===== src/rtl/uart_pkg.sv =====
// Shared UART definitions: transmitter state encoding and framing constants.
package uart_pkg;

  typedef enum logic [1:0] {
    IDLE      = 2'd0,
    START_BIT = 2'd1,
    DATA_BITS = 2'd2,
    STOP_BIT  = 2'd3
  } tx_state_e;

  localparam int UART_DATA_BITS      = 8;
  localparam int CLKS_PER_BIT_115200 = 868;

endpackage : uart_pkg


===== src/rtl/uart_baud_cnt.sv =====
// Baud-period counter: counts 0..CLKS_PER_BIT-1 while enabled and flags the last cycle.
module uart_baud_cnt #(
  parameter int CLKS_PER_BIT = 868,
  parameter int CNT_W        = $clog2(CLKS_PER_BIT)
) (
  input  logic clk,
  input  logic rst,
  input  logic clr,
  input  logic en,
  output logic tc
);

  localparam logic [CNT_W-1:0] LAST = CNT_W'(CLKS_PER_BIT - 1);

  logic [CNT_W-1:0] cnt_q;
  logic [CNT_W-1:0] cnt_d;

  always_comb begin
    cnt_d = cnt_q;
    if (clr) begin
      cnt_d = '0;
    end else if (en) begin
      cnt_d = (cnt_q == LAST) ? '0 : cnt_q + 1'b1;
    end
  end

  always_ff @(posedge clk) begin
    if (rst) begin
      cnt_q <= '0;
    end else begin
      cnt_q <= cnt_d;
    end
  end

  assign tc = (cnt_q == LAST);

endmodule : uart_baud_cnt


===== src/rtl/uart_tx.sv =====
// 8N1 UART transmitter. Accepts a byte on start while idle and shifts it out LSB first;
// ready and tx_done are registered status levels for the CSR block.
module uart_tx
  import uart_pkg::*;
#(
  parameter int CLKS_PER_BIT = CLKS_PER_BIT_115200,
  parameter int CNT_W        = $clog2(CLKS_PER_BIT)
) (
  input  logic       clk,
  input  logic       rst,
  input  logic [7:0] data_in,
  input  logic       start,
  output logic       ready,
  output logic       tx_done,
  output logic       tx
);

  localparam logic [2:0] LAST_BIT = 3'(UART_DATA_BITS - 1);

  tx_state_e  state_q, state_d;
  logic [7:0] shift_q, shift_d;
  logic [2:0] bit_idx_q, bit_idx_d;
  logic       tx_q, tx_d;
  logic       ready_q, ready_d;
  logic       done_q, done_d;
  logic       bit_end;

  // Counter is held at zero while idle so every frame starts on a fresh bit period.
  uart_baud_cnt #(
    .CLKS_PER_BIT (CLKS_PER_BIT),
    .CNT_W        (CNT_W)
  ) u_baud_cnt (
    .clk (clk),
    .rst (rst),
    .clr (state_q == IDLE),
    .en  (state_q != IDLE),
    .tc  (bit_end)
  );

  always_comb begin
    state_d   = state_q;
    shift_d   = shift_q;
    bit_idx_d = bit_idx_q;
    tx_d      = tx_q;
    ready_d   = ready_q;
    done_d    = done_q;
    case (state_q)
      IDLE: begin
        ready_d = 1'b1;
        tx_d    = 1'b1;
        if (start) begin
          shift_d   = data_in;
          bit_idx_d = '0;
          state_d   = START_BIT;
          tx_d      = 1'b0;
          ready_d   = 1'b0;
          done_d    = 1'b0;
        end
      end
      START_BIT: begin
        if (bit_end) begin
          state_d   = DATA_BITS;
          bit_idx_d = '0;
          tx_d      = shift_q[0];
        end
      end
      DATA_BITS: begin
        if (bit_end) begin
          if (bit_idx_q < LAST_BIT) begin
            // The next serial bit is what lands in shift[0] after this shift.
            shift_d   = shift_q >> 1;
            bit_idx_d = bit_idx_q + 3'd1;
            tx_d      = shift_q[1];
          end else begin
            state_d = STOP_BIT;
            tx_d    = 1'b1;
          end
        end
      end
      STOP_BIT: begin
        if (bit_end) begin
          state_d = IDLE;
          ready_d = 1'b1;
          done_d  = 1'b1;
        end
      end
      default: begin
        state_d = IDLE;
        tx_d    = 1'b1;
        ready_d = 1'b1;
      end
    endcase
  end

  always_ff @(posedge clk) begin
    if (rst) begin
      state_q   <= IDLE;
      shift_q   <= '0;
      bit_idx_q <= '0;
      tx_q      <= 1'b1;
      ready_q   <= 1'b1;
      done_q    <= 1'b0;
    end else begin
      state_q   <= state_d;
      shift_q   <= shift_d;
      bit_idx_q <= bit_idx_d;
      tx_q      <= tx_d;
      ready_q   <= ready_d;
      done_q    <= done_d;
    end
  end

  assign tx      = tx_q;
  assign ready   = ready_q;
  assign tx_done = done_q;

endmodule : uart_tx


===== config.mk =====
export PLATFORM = sky130hd
export DESIGN_NAME = uart_tx
export DESIGN_NICKNAME = d
export VERILOG_FILES = /design/src/rtl/uart_pkg.sv /design/src/rtl/uart_baud_cnt.sv /design/src/rtl/uart_tx.sv
export SDC_FILE = /design/constraint.sdc
export NUM_CORES = 1
export LEC_CHECK = 0
export CORE_MARGIN = 1
export CORE_UTILIZATION = 41
export CTS_CLUSTER_SIZE = 24
export DETAILED_ROUTE_END_ITERATION = 16
export PLACE_DENSITY = 0.64
export SYNTH_ARGS = -nofsm -noshare
export SYNTH_HDL_FRONTEND = slang
export SYNTH_SLANG_ARGS = --single-unit
export TNS_END_PERCENT = 20

===== constraint.sdc =====
create_clock -name clk -period 3.7 [get_ports clk]
set_input_delay 0.74 -clock clk [delete_from_list [all_inputs] [get_ports clk]]
set_output_delay 0.74 -clock clk [all_outputs]
set_load 0.02 [all_outputs]

## After elaboration in Yosys (flattened, before gate mapping)

Cells that the tools add are included.

| word-level totals | value |
|---|---|
| register bits | 26 |
| input bits | 11 |
| output and inout port bits | 3 |
| logic and storage cells | 57 |

| cells by class | value |
|---|---|
| $add $sub $neg | 2 |
| order comparisons | 1 |
| equal/unequal tests | 10 |
| mux-type cells | 25 |
| reductions and logical operators | 12 |

Operators with widths:

| kind | number |
|---|---|
| $mux 8 | 3 |
| $pmux 8 s2 | 1 |
| $mux 3 | 4 |
| $ne 2x2->1 const B | 6 |
| $add 10x1->10 const B | 1 |
| $eq 10x10->1 const B | 1 |
| $mux 10 | 1 |
| $mux 2 | 5 |
| $reduce_and 5->1 | 2 |
| $pmux 3 s3 | 1 |
| $pmux 2 s4 | 1 |
| $mux 1 | 6 |
| $reduce_and 3->1 | 2 |
| $reduce_bool 2->1 | 3 |
| $eq 2x2->1 const B | 2 |
| $pmux 1 s2 | 2 |
| $reduce_and 4->1 | 1 |
| $add 3x1->3 const B | 1 |
| $lt 3x3->1 const B | 1 |
| $pmux 1 s3 | 1 |
| $reduce_bool 3->1 | 1 |
| $eq 2x1->1 const B | 1 |
| $logic_not 2->1 | 1 |
| $reduce_and 2->1 | 1 |
| $reduce_or 2->1 | 1 |

## Logic depth before layout (Yosys ltp)

Gate-level depths: netlist of the first run.

| depth | value |
|---|---|
| depth after elaboration | 4 |
| depth in mapped cells | 7 |
| depth with buffers taken out | 6 |

## Cells and area by module

From an unflattened synthesis of the first run, not the netlist that was laid out.

| second synthesis, totals | value |
|---|---|
| cell total of the unflattened synthesis | 167 |
| area, all modules | 1564.0 µm² |

By module, submodules not included:

| module | instances | cells each | area an instance (µm²) | seq. area each (µm²) |
|---|---|---|---|---|
| uart_tx | 1 | 113 | 1072.3 | 320.3 |
| uart_baud_cnt | 1 | 54 | 491.7 | 200.2 |

## Worst setup path after synthesis of the first run

OpenSTA, ideal clock, no wires.

| timing | value |
|---|---|
| kind | input-to-reg |
| start point | input start |
| end point | register shift_q[1] |
| setup time | 122 ps |
| arrival | 1795 ps |
| data required time | 3578 ps |
| slack | 1783 ps |
| stages | 6 |
| cells stage by stage | clkbuf_1 > nor2b_1 > nor3_1 > and2_2 > buf_2 > a221o_1 |

| on the way | value |
|---|---|
| cells in the longest elaborated chain, start to end | 2 |

RTL lines:

| element | line | source |
|---|---|---|
| start, declared | uart_tx.sv:12 | `input logic start,` |
| $ne 2x2->1 (no line) | -- |  |
| $reduce_and 4->1 (no line) | -- |  |
| end signal, assigned | uart_tx.sv:105 | `shift_q <= shift_d;` |
| end, declared | uart_tx.sv:21 | `logic [7:0] shift_q, shift_d;` |

No other way between the ends.
A chain may end at the register's enable or synchronous reset.

## Final worst setup path of the first run

| timing | value |
|---|---|
| start point | register state_q[0] |
| end point | register shift_q[4] |

| on the way | value |
|---|---|
| cells in the longest elaborated chain, start to end | 3 |
| elaborated cells between the ends (all ways) | 8 |

RTL lines:

| element | line | source |
|---|---|---|
| start, declared | uart_tx.sv:20 | `tx_state_e state_q, state_d;` |
| start signal, assigned | uart_tx.sv:104 | `state_q <= state_d;` |
| $eq 2x2->1 or $logic_not 2->1 (tied branches) | uart_tx.sv:47 | `case (state_q)` |
| $ne 2x2->1 (no line) or $reduce_bool 2->1 (tied branches) | -- |  |
| $reduce_and 4->1 (no line) | -- |  |

Parallel ways exist; a longest one is shown, timed or not.

==> metrics.cfg, run 1 <==
[setup_path]
worst-setup-path-type=flip-flop to flip-flop
setup.reg_to_reg.worst_slack_ns=1.47
worstSetupStartpoint=state_q[0]
critical_path.startpoint_type=flip-flop
critical_path_peak_fanout=24
crit_end=shift_q[4]
timing.critical_path.arrival_ns=2.40
crit-reg2reg-launch=state_q[0]
crit-reg2reg-capture=shift_q[4]
critPathSlowestCell=ha_1
crit_path_cell_trace=inv_1 -> ha_1 -> nor2b_1 -> nor3_1 -> and2_2 -> a221o_1
critical_path_required_ns=3.87
timing.reg2reg.worst_path_depth=6
timing.critical_path.to_type=flip-flop
cpPeakStageDelay_ns=0.63

[cells_and_area]
insertedDiodeCount=0
filler_cell_count=334
multi_input_comb_area_um2=945
layout-drive-gt1-share=0.0622
finalInstanceArea_mm2=0.00177
seq_area_um2=520
utilization=0.511
area_growth_syn_to_layout_pct=14.9
final_layout_net_count=212

[timing]
min_period_over_period=0.603
whs_ns=0.453
timing_worst_slew_pin_value_ns=0.711
timing.final.max_slew_violations=0
timing.setup.tns_ns=0
worst_setup_skew_after_layout_ns=0.00360
unrepaired_setup_endpoints_after_global_routing=no
final.min_clock_period_ns=2.23
final-hold-violation-count=0
setup_violators_final=0
maxSlewHeadroom=0.526
maximum_achievable_frequency_mhz=448

[synth]
synth_top_area_frac=0.337
yosys-top-cells-area=dfxtp_1 34%, ha_1 5.7%, o21ai_0 5.2%, nand3b_1 4.4%, and3b_1 4.0%
synth.cell_area_mm2=0.00154
sequential_element_share_of_the_synthesized_area=0.337
synth-edff-count=0
synth_area_per_cell_um2=8.38
post_synth_inst_count=184
synth_area_leader_cell=dfxtp_1
async_reset_ff_frac=0
synth_warnings=0
synth.top_cells.by_count=26 x dfxtp_1, 16 x o21ai_0, 14 x nor2_1
synth-seq-cells=26
most_common_cell_in_the_synthesized_netlist=dfxtp_1
mappedNetlistNets=202
ys_types=41
ys.flop_type=dfxtp_1

[detailed_routing]
ant_nets=0
num_vias=1356
wl_per_cell_um=14.3
remaining_drc_errors=0
number_of_drc_markers_after_the_initial_detailed_route_iteration=110
viasPerCell=5.67
first_pass_iters=4
detail_route.wirelength_um=3410

[cts]
cts_inserted_buffers=3
post-cts-setup-buffer-count=0
clock_tree_from_tritoncts=yes
cts.clk_slew.worst_paths_ns=0.09
cts_hold_repair.buffers=0
cts.sink_count=26
clock_tree.buffer_depth=2
cts_htree_levels=1
cts.repair.resized=0
ctsRootBufferMaster=clkbuf_8
clock_latency_ns=0.27

[global_route]
first_global_vias=1359
maximum_number_of_pins_on_one_net_before_global_route_repair=25
grt_pass1_wl_um=5950
grt.total_usage=0.186
gr-total-overflow=0
grt_antenna_before_repair=0

[floorplanning]
std_cell_rows=21
fp.dieArea_mm2=0.00401
core_mm2=0.00347
num_io_pins=14
dieWidth_um=63.3
die_height_um=63.3
start_util=0.445

[power_and_ir_drop]
power_density_mw_per_mm2=511
power.static_leakage_nw=0.622
ir_drop_worst_vdd_uv=223

[placement]
hpwlAfterDp_um=2330
place.port_buffers=13
place_congestion=0.879
placed_cell_area_mm2=0.00170

[run]
max_cap_viol_count=0

[min_path]
hold_path.class=flip-flop to flip-flop

[run_status]
outcome=complete, no violations

## power breakdown
group / switching, mW / internal (mW) / leakage (nW)
combinational: 0.163 / 0.134 / 0.375
clock: 0.0922 / 0.145 / 0.0357
sequential: 0.0437 / 0.329 / 0.212
total: 0.298 / 0.608 / 0.622
## worst max-delay path, delay by kind of cell (launching register included)
kind | cells | cell delay (ns)
adders and majority gates | 1 | 0.63
DFF | 1 | 0.35
buffers and inverters | 1 | 0.12
and+or+nand+nor | 3 | 0.73
AOI/OAI and AO/OA | 1 | 0.30
## flip-flops by register name (all words and copies together), names as in the netlist
register	flops
bit_idx_q	3
ready	1
shift_q	8
state_q	2
tx	1
tx_done	1
u_baud_cnt.cnt_q	10
## layout by cell type, fill, tap and decap left out, types with 2 or more instances in the layout
cell type         n
mux2i_1           2
nand3_1           3
clkdlybuf4s50_1  13
nand3b_1          9
xnor2_1           6
inv_1            11
nor2b_1           9
nand4_1           3
and3_1            3
nor3_1            5
nor2_1           14
a211oi_1          2
a31oi_1           3
clkbuf_8          3
or2_2             2
a21oi_1          10
dfxtp_1          26
ha_1              7
o21ai_0          16
nand2_1           9
xor2_1            2
nor4_1            2
a221o_1           6
and3b_1           7
o311ai_0          2
## cell families (layout without fill, tap and decap cells)
kind of cell / Yosys count / count (layout) / synth area share
flip-flops: 26 / 26 / 0.337
adder cells (fa/ha/maj): 7 / 7 / 0.0568
AO/OA/AOI/OAI: 45 / 45 / 0.192
AND/OR/NAND/NOR: 76 / 76 / 0.305
multiplexers: 2 / 2 / 0.0130
XOR/XNOR: 8 / 8 / 0.0454
buffers and inverters: 20 / 29 / 0.0503
## area by class of cell
cell class | instances | share of cell area
Timing Repair Buffer | 14 | 0.0776
Clock buffer | 3 | 0.0233
Multi-Input combinational cell | 138 | 0.533
Clock inverter | 1 | 0.0169
Inverter | 11 | 0.0233
Sequential cell | 26 | 0.294
Tap cell | 46 | 0.0325
## layer usage
metal / global-route usage / up-vias / part of all wire
li1: - / 685 / -
met1: 0.225 / 642 / 0.45
met2: 0.332 / 24 / 0.51
met3: 0.0272 / 5 / 0.034
met4: 0.0625 / 0 / 0.012
met5: 0 / - / 0
## how the worst min path moves through the flow
stage | startpoint | to | cells after the start
after floorplan | u_baud_cnt.cnt_q[0] | u_baud_cnt.cnt_q[0] | 1
after global placement | u_baud_cnt.cnt_q[0] | u_baud_cnt.cnt_q[0] | 1
after detailed placement | u_baud_cnt.cnt_q[0] | u_baud_cnt.cnt_q[0] | 1
after CTS | u_baud_cnt.cnt_q[0] | u_baud_cnt.cnt_q[0] | 1
after global routing | u_baud_cnt.cnt_q[0] | u_baud_cnt.cnt_q[0] | 1
final | u_baud_cnt.cnt_q[0] | u_baud_cnt.cnt_q[0] | 1
## per-stage QoR
step	setup WS [ns]	total power, mW	cells
floorplan	1.78	0.589	184
detailed placement	1.22	0.670	235
finish	1.47	0.906	239
global route	1.26	0.964	239
global placement	1.34	0.663	235
CTS	1.47	0.911	239
(Power assumes the default switching activity.)
==> run 2, diff against run 1 <==
==> constraint.sdc (replaced) <==
create_clock -name clk -period 2.3 [get_ports clk]
set_input_delay 0.46 -clock clk [delete_from_list [all_inputs] [get_ports clk]]
set_output_delay 0.46 -clock clk [all_outputs]
set_load 0.02 [all_outputs]
==> run 2 against run 1 <==
  * Sequential cell count stayed put
  * Final area rose by 1.6%
  * Clock power grew 24%
  * Non-clock buffer count rose by 6
  * Critical endpoint is now shift_q[6]
  * Highest routed layer unchanged
==> metrics.cfg, run 2 (same netlist as run 1, synthesis figures left out) <==
[run_status]
outcome=complete, no violations

[detailed_routing]
num_vias=1358  ; +0.15%
first_pass_iters=4  ; unchanged
ant_nets=0  ; unchanged
wl_per_cell_um=14.0  ; -2.0%
viasPerCell=5.54  ; -2.3%
number_of_drc_markers_after_the_initial_detailed_route_iteration=68  ; -38%
remaining_drc_errors=0  ; unchanged
detail_route.wirelength_um=3420  ; +0.50%

[setup_path]
crit-reg2reg-capture=shift_q[6]
critical_path_peak_fanout=7  ; -71%
worstSetupStartpoint=u_baud_cnt.cnt_q[0]
timing.critical_path.to_type=flip-flop
worst-setup-path-type=flip-flop to flip-flop
setup.reg_to_reg.worst_slack_ns=0.23  ; -1.24 ns
timing.reg2reg.worst_path_depth=5  ; -1
critical_path_required_ns=2.46  ; -1.41 ns
timing.critical_path.arrival_ns=2.22  ; -0.18 ns
critical_path.startpoint_type=flip-flop
crit_end=shift_q[6]
crit-reg2reg-launch=u_baud_cnt.cnt_q[0]

[floorplanning]
start_util=0.445  ; unchanged
std_cell_rows=21  ; unchanged
fp.dieArea_mm2=0.00401  ; unchanged
core_mm2=0.00347  ; unchanged
dieWidth_um=63.3  ; unchanged
num_io_pins=14  ; unchanged
die_height_um=63.3  ; unchanged

[power_and_ir_drop]
combinationalPowerShare=0.359  ; +0.032
ir_drop_worst_vdd_uv=567  ; +150%
net-switching-power_uw=479  ; +60%
sw_frac_of_total=0.344  ; +0.0147
power_density_mw_per_mm2=773  ; +51%
power.static_leakage_nw=0.646  ; +3.8%
p_seq_frac=0.430  ; +0.019
power.internal_uw=913  ; +50%
design_power_total_mw=1.39  ; +54%
p_clk_frac=0.211  ; -0.051

[cts]
post-cts-setup-buffer-count=0  ; unchanged
cts.sink_count=26  ; unchanged
cts_htree_levels=1  ; unchanged
cts_inserted_buffers=3  ; unchanged
ctsRootBufferMaster=clkbuf_8
cts_hold_repair.buffers=0  ; unchanged
clock_tree.buffer_depth=2  ; unchanged
cts.clk_slew.worst_paths_ns=0.09  ; about the same
clock_latency_ns=0.27  ; about the same
clock_tree_from_tritoncts=yes
cts.repair.resized=0  ; unchanged

[cells_and_area]
largestRegisters=u_baud_cnt.cnt_q x10, shift_q x8, bit_idx_q x3
final_layout_net_count=218  ; +2.8%
insertedDiodeCount=0  ; unchanged
layout-drive-gt1-share=0.0905  ; +0.0283
area_growth_syn_to_layout_pct=16.8
most_frequent_standard_cell_in_the_layout_excluding_fill_and_tap_cells=dfxtp_1
max_flop_register=u_baud_cnt.cnt_q
largest_register_ff_count=10  ; unchanged
mostFrequentLayoutCells=26 x dfxtp_1, 16 x o21ai_0, 14 x nor2_1

[timing]
maxSlewHeadroom=0.713  ; +0.187
final.min_clock_period_ns=2.07  ; -0.163 ns
unrepaired_setup_endpoints_after_global_routing=no
timing_worst_slew_pin_value_ns=0.428  ; -0.282 ns
timing.final.max_slew_violations=0  ; unchanged
setup_violators_final=0  ; unchanged
worst_setup_skew_after_layout_ns=0.00509  ; +0.00149 ns
min_period_over_period=0.899  ; +0.296
maximum_achievable_frequency_mhz=483  ; +7.9%
final-hold-violation-count=0  ; unchanged
timing.setup.tns_ns=0  ; unchanged

[placement]
place.port_buffers=13  ; unchanged
hpwlAfterDp_um=2570  ; +10%
place_congestion=0.830  ; -5.6%

[global_route]
first_global_vias=1436  ; +5.7%
grt_antenna_before_repair=0  ; unchanged
grt.total_usage=0.187  ; +0.000691
gr-total-overflow=0  ; unchanged
maximum_number_of_pins_on_one_net_before_global_route_repair=19  ; -24%
grt_pass1_wl_um=6050  ; +1.7%

[run]
max_cap_viol_count=0  ; unchanged

[min_path]
hold_path.class=flip-flop to flip-flop

==> run 2: cell types whose count changed in the layout (fill, tap and decap cells not counted), sizes merged <==
cell	delta
buf	+6
bufinv	-1
clkbuf	+1
==> run 2: worst min-delay path by stage <==
stage | slack, ns | cells past startpoint | from | end
2_1_floorplan | 0.42 | 1 | u_baud_cnt.cnt_q[0] | u_baud_cnt.cnt_q[0]
3_3_place_gp | 0.43 | 1 | u_baud_cnt.cnt_q[0] | u_baud_cnt.cnt_q[0]
3_5_place_dp | 0.45 | 1 | u_baud_cnt.cnt_q[0] | u_baud_cnt.cnt_q[0]
4_1_cts | 0.47 | 1 | u_baud_cnt.cnt_q[0] | u_baud_cnt.cnt_q[0]
5_1_grt | 0.50 | 1 | u_baud_cnt.cnt_q[0] | u_baud_cnt.cnt_q[0]
6_report | 0.47 | 1 | u_baud_cnt.cnt_q[0] | u_baud_cnt.cnt_q[0]
==> run 2: power by group through the flow <==
| stage | Combinational, mW | Sequential [mW] | Clock [mW] |
|---|---|---|---|
| finish | 0.500 | 0.599 | 0.293 |
| global placement | 0.481 | 0.606 | 0 |
| detailed placement | 0.496 | 0.608 | 0 |
| floorplan | 0.341 | 0.607 | 0 |
| CTS | 0.499 | 0.598 | 0.300 |
| global route | 0.563 | 0.608 | 0.320 |
==> run 2: metrics by stage <==
step | setup WS [ns] | cells | util | area, µm² | hold WS [ns]
4_1_cts | 0.233 | 245 | 0.519 | 1800 | 0.470
5_1_grt | 0.108 | 245 | 0.519 | 1800 | 0.496
2_1_floorplan | 0.404 | 184 | - | 1540 | 0.418
6_report | 0.231 | 245 | 0.519 | 1800 | 0.468
3_3_place_gp | 0.319 | 241 | 0.504 | 1750 | 0.431
3_5_place_dp | 0.251 | 241 | 0.504 | 1750 | 0.450
==> run 2: area by class of cell <==
| class | instances | area [µm²] |
|---|---|---|
| Sequential cell | 26 | 520 |
| Fill cell | 331 | 1670 |
| Inverter | 11 | 41.3 |
| Multi-Input combinational cell | 138 | 945 |
| Timing Repair Buffer | 20 | 183 |
| Clock buffer | 4 | 55.1 |
| Tap cell | 46 | 57.6 |
==> run 2: metal layers <==
layer,wire (µm),up-vias,GRT usage
li1,-,696,-
met1,1490,628,0.217
met2,1750,24,0.334
met3,107,10,0.0362
met4,80,0,0.0710
met5,0,-,0
==> run 2: worst max-delay path, stage by stage (launching register included) <==
cell and delay, ns:
dfxtp_1 0.37, ha_1 0.20, or4b_4 0.49, nor4_4 0.38
nor3_2 0.14, a221o_1 0.37
==> run 3, diff against run 2 <==
--- a/config.mk
+++ b/config.mk
@@ -12,5 +12,6 @@
 export PLACE_DENSITY = 0.64
 export SYNTH_ARGS = -nofsm -noshare
 export SYNTH_HDL_FRONTEND = slang
+export SYNTH_HIERARCHICAL = 1
 export SYNTH_SLANG_ARGS = --single-unit
 export TNS_END_PERCENT = 20
==> run 3 against run 2 <==
  * Hold slack better by 0.0029 ns
  * Critical path type unchanged
  * First-iteration DRC count is 16% lower
  * Setup slack worse by 0.11 ns
  * Largest power group is now combinational logic
  * Critical endpoint is now bit_idx_q[2]
  * Non-clock buffer count is 2 lower
==> metrics.cfg, run 3 <==
[cts]
cts_hold_repair.buffers=0  ; unchanged
clock_tree.buffer_depth=2  ; unchanged
cts_htree_levels=1  ; unchanged
post-cts-setup-buffer-count=0  ; unchanged
cts.clk_slew.worst_paths_ns=0.09  ; about the same
ctsRootBufferMaster=clkbuf_8
clock_latency_ns=0.27  ; about the same
cts.sink_count=26  ; unchanged
cts_inserted_buffers=3  ; unchanged
clock_tree_from_tritoncts=yes

[timing]
unrepaired_setup_endpoints_after_global_routing=no
maximum_achievable_frequency_mhz=459  ; -5.1%
min_period_over_period=0.948  ; +0.0486
timing.final.max_slew_violations=0  ; unchanged
final.min_clock_period_ns=2.18  ; +0.112 ns
layout_setup_ws_ns=0.120  ; -0.112 ns
setup_violators_final=0  ; unchanged
maxSlewHeadroom=0.522  ; -0.191
final-hold-violation-count=0  ; unchanged
timing_worst_slew_pin_value_ns=0.697  ; +0.269 ns
worst_setup_skew_after_layout_ns=0.00389  ; -0.00120 ns

[synth]
synth.cell_area_mm2=0.00156  ; +1.4%
post_synth_inst_count=167  ; -9.2%
synth_top_area_frac=0.333  ; -0.00459
synth.top_cells.by_count=26 x dfxtp_1, 11 x nor3_1, 10 x a21oi_1
mappedNetlistNets=185  ; -8.4%
yosys-top-cells-area=dfxtp_1 33%, mux2_2 5.8%, ha_1 5.6%, nor3_1 3.5%, o31ai_1 3.4%
synth_area_per_cell_um2=9.37  ; +12%
async_reset_ff_frac=0  ; unchanged
sequential_element_share_of_the_synthesized_area=0.333  ; -0.00459
ys.flop_type=dfxtp_1
most_common_cell_in_the_synthesized_netlist=dfxtp_1
ys_types=44  ; +7.3%
synth_area_leader_cell=dfxtp_1
synth-seq-cells=26  ; unchanged
synth-edff-count=0  ; unchanged
synth_warnings=6  ; +6

[detailed_routing]
first_pass_iters=4  ; unchanged
ant_nets=0  ; unchanged
wl_per_cell_um=14.2  ; +2.0%
num_vias=1295  ; -4.6%
number_of_drc_markers_after_the_initial_detailed_route_iteration=57  ; -16%
detail_route.wirelength_um=3220  ; -5.9%
viasPerCell=5.73  ; +3.4%
remaining_drc_errors=0  ; unchanged

[power_and_ir_drop]
p_clk_frac=0.141  ; -0.070
ir_drop_worst_vdd_uv=759  ; +34%
power.internal_mw=1.09  ; +19%
combinationalPowerShare=0.517  ; +0.158
net-switching-power_uw=709  ; +48%
power.static_leakage_nw=0.596  ; -7.8%
p_seq_frac=0.342  ; -0.088
power_density_mw_per_mm2=1020  ; +32%
sw_frac_of_total=0.394  ; +0.0501

[cells_and_area]
largest_register_ff_count=10  ; unchanged
finalInstanceArea_mm2=0.00176  ; -2.4%
largestRegisters=u_baud_cnt/cnt_q x10, shift_q x8, bit_idx_q x3
final_layout_net_count=198  ; -9.2%
layout-drive-gt1-share=0.169  ; +0.0781
insertedDiodeCount=0  ; unchanged
max_flop_register=u_baud_cnt/cnt_q
mostFrequentLayoutCells=24 x dfxtp_1, 13 x clkdlybuf4s50_1, 10 x nor3_1, 10 x a21oi_1, 9 x inv_1
most_frequent_standard_cell_in_the_layout_excluding_fill_and_tap_cells=dfxtp_1
area_growth_syn_to_layout_pct=12.4

[placement]
dp_worst_setup_slack_ns=-0.0304  ; -0.281 ns
placed_cell_area_mm2=0.00169  ; -3.1%
hpwlAfterDp_um=2370  ; -7.8%
place_congestion=0.792  ; -4.6%
place.port_buffers=13  ; unchanged

[floorplanning]
die_height_um=63.8  ; +0.66%
core_mm2=0.00366  ; +5.6%
fp.dieArea_mm2=0.00407  ; +1.3%
std_cell_rows=22  ; +4.8%
start_util=0.427  ; -0.0176
dieWidth_um=63.8  ; +0.66%
num_io_pins=14  ; unchanged

[global_route]
first_global_vias=1232  ; -14%
grt_antenna_before_repair=0  ; unchanged
grt.total_usage=0.170  ; -0.0168
gr-total-overflow=0  ; unchanged
maximum_number_of_pins_on_one_net_before_global_route_repair=20  ; +1
grt_pass1_wl_um=5550  ; -8.3%

[setup_path]
cpPeakStageDelay_ns=0.49  ; about the same
worst-setup-path-type=flip-flop to flip-flop
critical_path_required_ns=2.49  ; +0.03 ns
timing.critical_path.arrival_ns=2.37  ; +0.15 ns
critPathSlowestCell=or4b_4
crit_path_cell_trace=ha_1 -> or4b_4 -> nor3_2 -> buf_4 -> o21ba_2 -> o41a_1 -> a211oi_2
critical_path.startpoint_type=flip-flop
critical_path_peak_fanout=6  ; -1
timing.critical_path.to_type=flip-flop

[min_path]
hold_path.class=flip-flop to flip-flop

[run_status]
outcome=complete, no violations

[run]
max_cap_viol_count=0  ; unchanged

## run 3: cell count changes in the layout (fill, tap and decap cells not counted), moves of 7 or more
| cell | previous run | this run |
|---|---|---|
| o21ai_0 | 16 | 2 |
| and3b_1 | 7 | 0 |
| o31ai_1 | 0 | 7 |
| mux2_2 | 0 | 8 |
| nor2_1 | 14 | 6 |
| nand3b_1 | 9 | 1 |
| nor2b_1 | 9 | 2 |
## run 3: worst paths after layout
kind,start,endpoint,slack [ns],cells past startpoint
setup / recovery,u_baud_cnt/cnt_q[0],bit_idx_q[2],0.12,7
hold reg to reg,shift_q[7],shift_q[7],0.47,2
hold / removal,shift_q[7],shift_q[7],0.47,2
setup reg to reg,u_baud_cnt/cnt_q[0],bit_idx_q[2],0.12,7
## run 3: stage by stage
stage          power, mW  utilization  std cells  hold WS [ns]  TNS [ns]
2_1_floorplan       1.40            -        167         0.438         0
3_3_place_gp        1.49        0.462        223         0.451         0
3_5_place_dp        1.53        0.462        223         0.462   -0.0304
4_1_cts             1.79        0.475        226         0.477         0
5_1_grt             1.95        0.480        226         0.506         0
6_report            1.80        0.480        226         0.471         0
## run 3: power by group through the flow
| stage | clock, mW | combinational, mW | sequential (mW) |
|---|---|---|---|
| after floorplan | 0 | 0.781 | 0.624 |
| after global placement | 0 | 0.877 | 0.617 |
| after detailed placement | 0 | 0.906 | 0.623 |
| after CTS | 0.266 | 0.911 | 0.614 |
| after global routing | 0.288 | 1.03 | 0.630 |
| final | 0.254 | 0.929 | 0.616 |
## run 3: logic make-up (layout without fill, tap and decap cells)
| family | count (synthesis) | count (layout) | synth area share |
|---|---|---|---|
| compound gates | 39 | 39 | 0.186 |
| flops | 26 | 26 | 0.333 |
| simple gates | 60 | 60 | 0.235 |
| mux | 12 | 12 | 0.0832 |
| xor+xnor | 4 | 4 | 0.0224 |
| buf+inv | 19 | 30 | 0.0848 |
| fa+ha+maj | 7 | 7 | 0.0560 |
## run 3: final cells by class
class / count / area, µm²
sequential: 26 / 526
tap: 48 / 60.1
multi-input combinational: 122 / 930
fill: 352 / 1900
timing repair buffer: 18 / 168
clock buffer: 3 / 41.3
inverter: 9 / 33.8
## run 3: worst max-delay path: cells and delay by family, from the launching register on
| family | cells | cell delay (ns) |
|---|---|---|
| flip-flops | 1 | 0.37 |
| adder cells (fa/ha/maj) | 1 | 0.17 |
| buffers and inverters | 1 | 0.16 |
| AO/OA/AOI/OAI | 3 | 0.78 |
| AND/OR/NAND/NOR | 2 | 0.62 |
## run 3: per-layer routing
layer | up-vias | wire, µm | GRT usage
met5 | - | 0 | 0
met4 | 0 | 74 | 0.0682
met3 | 8 | 71 | 0.0286
met2 | 18 | 1620 | 0.305
met1 | 616 | 1450 | 0.200
li1 | 653 | - | -
## run 3: repair_timing
action                                  CTS  global route
pin swaps                                 0             1
cloned                                    0             0
endpoints found under the setup margin    2             4
resized for setup                         2             5
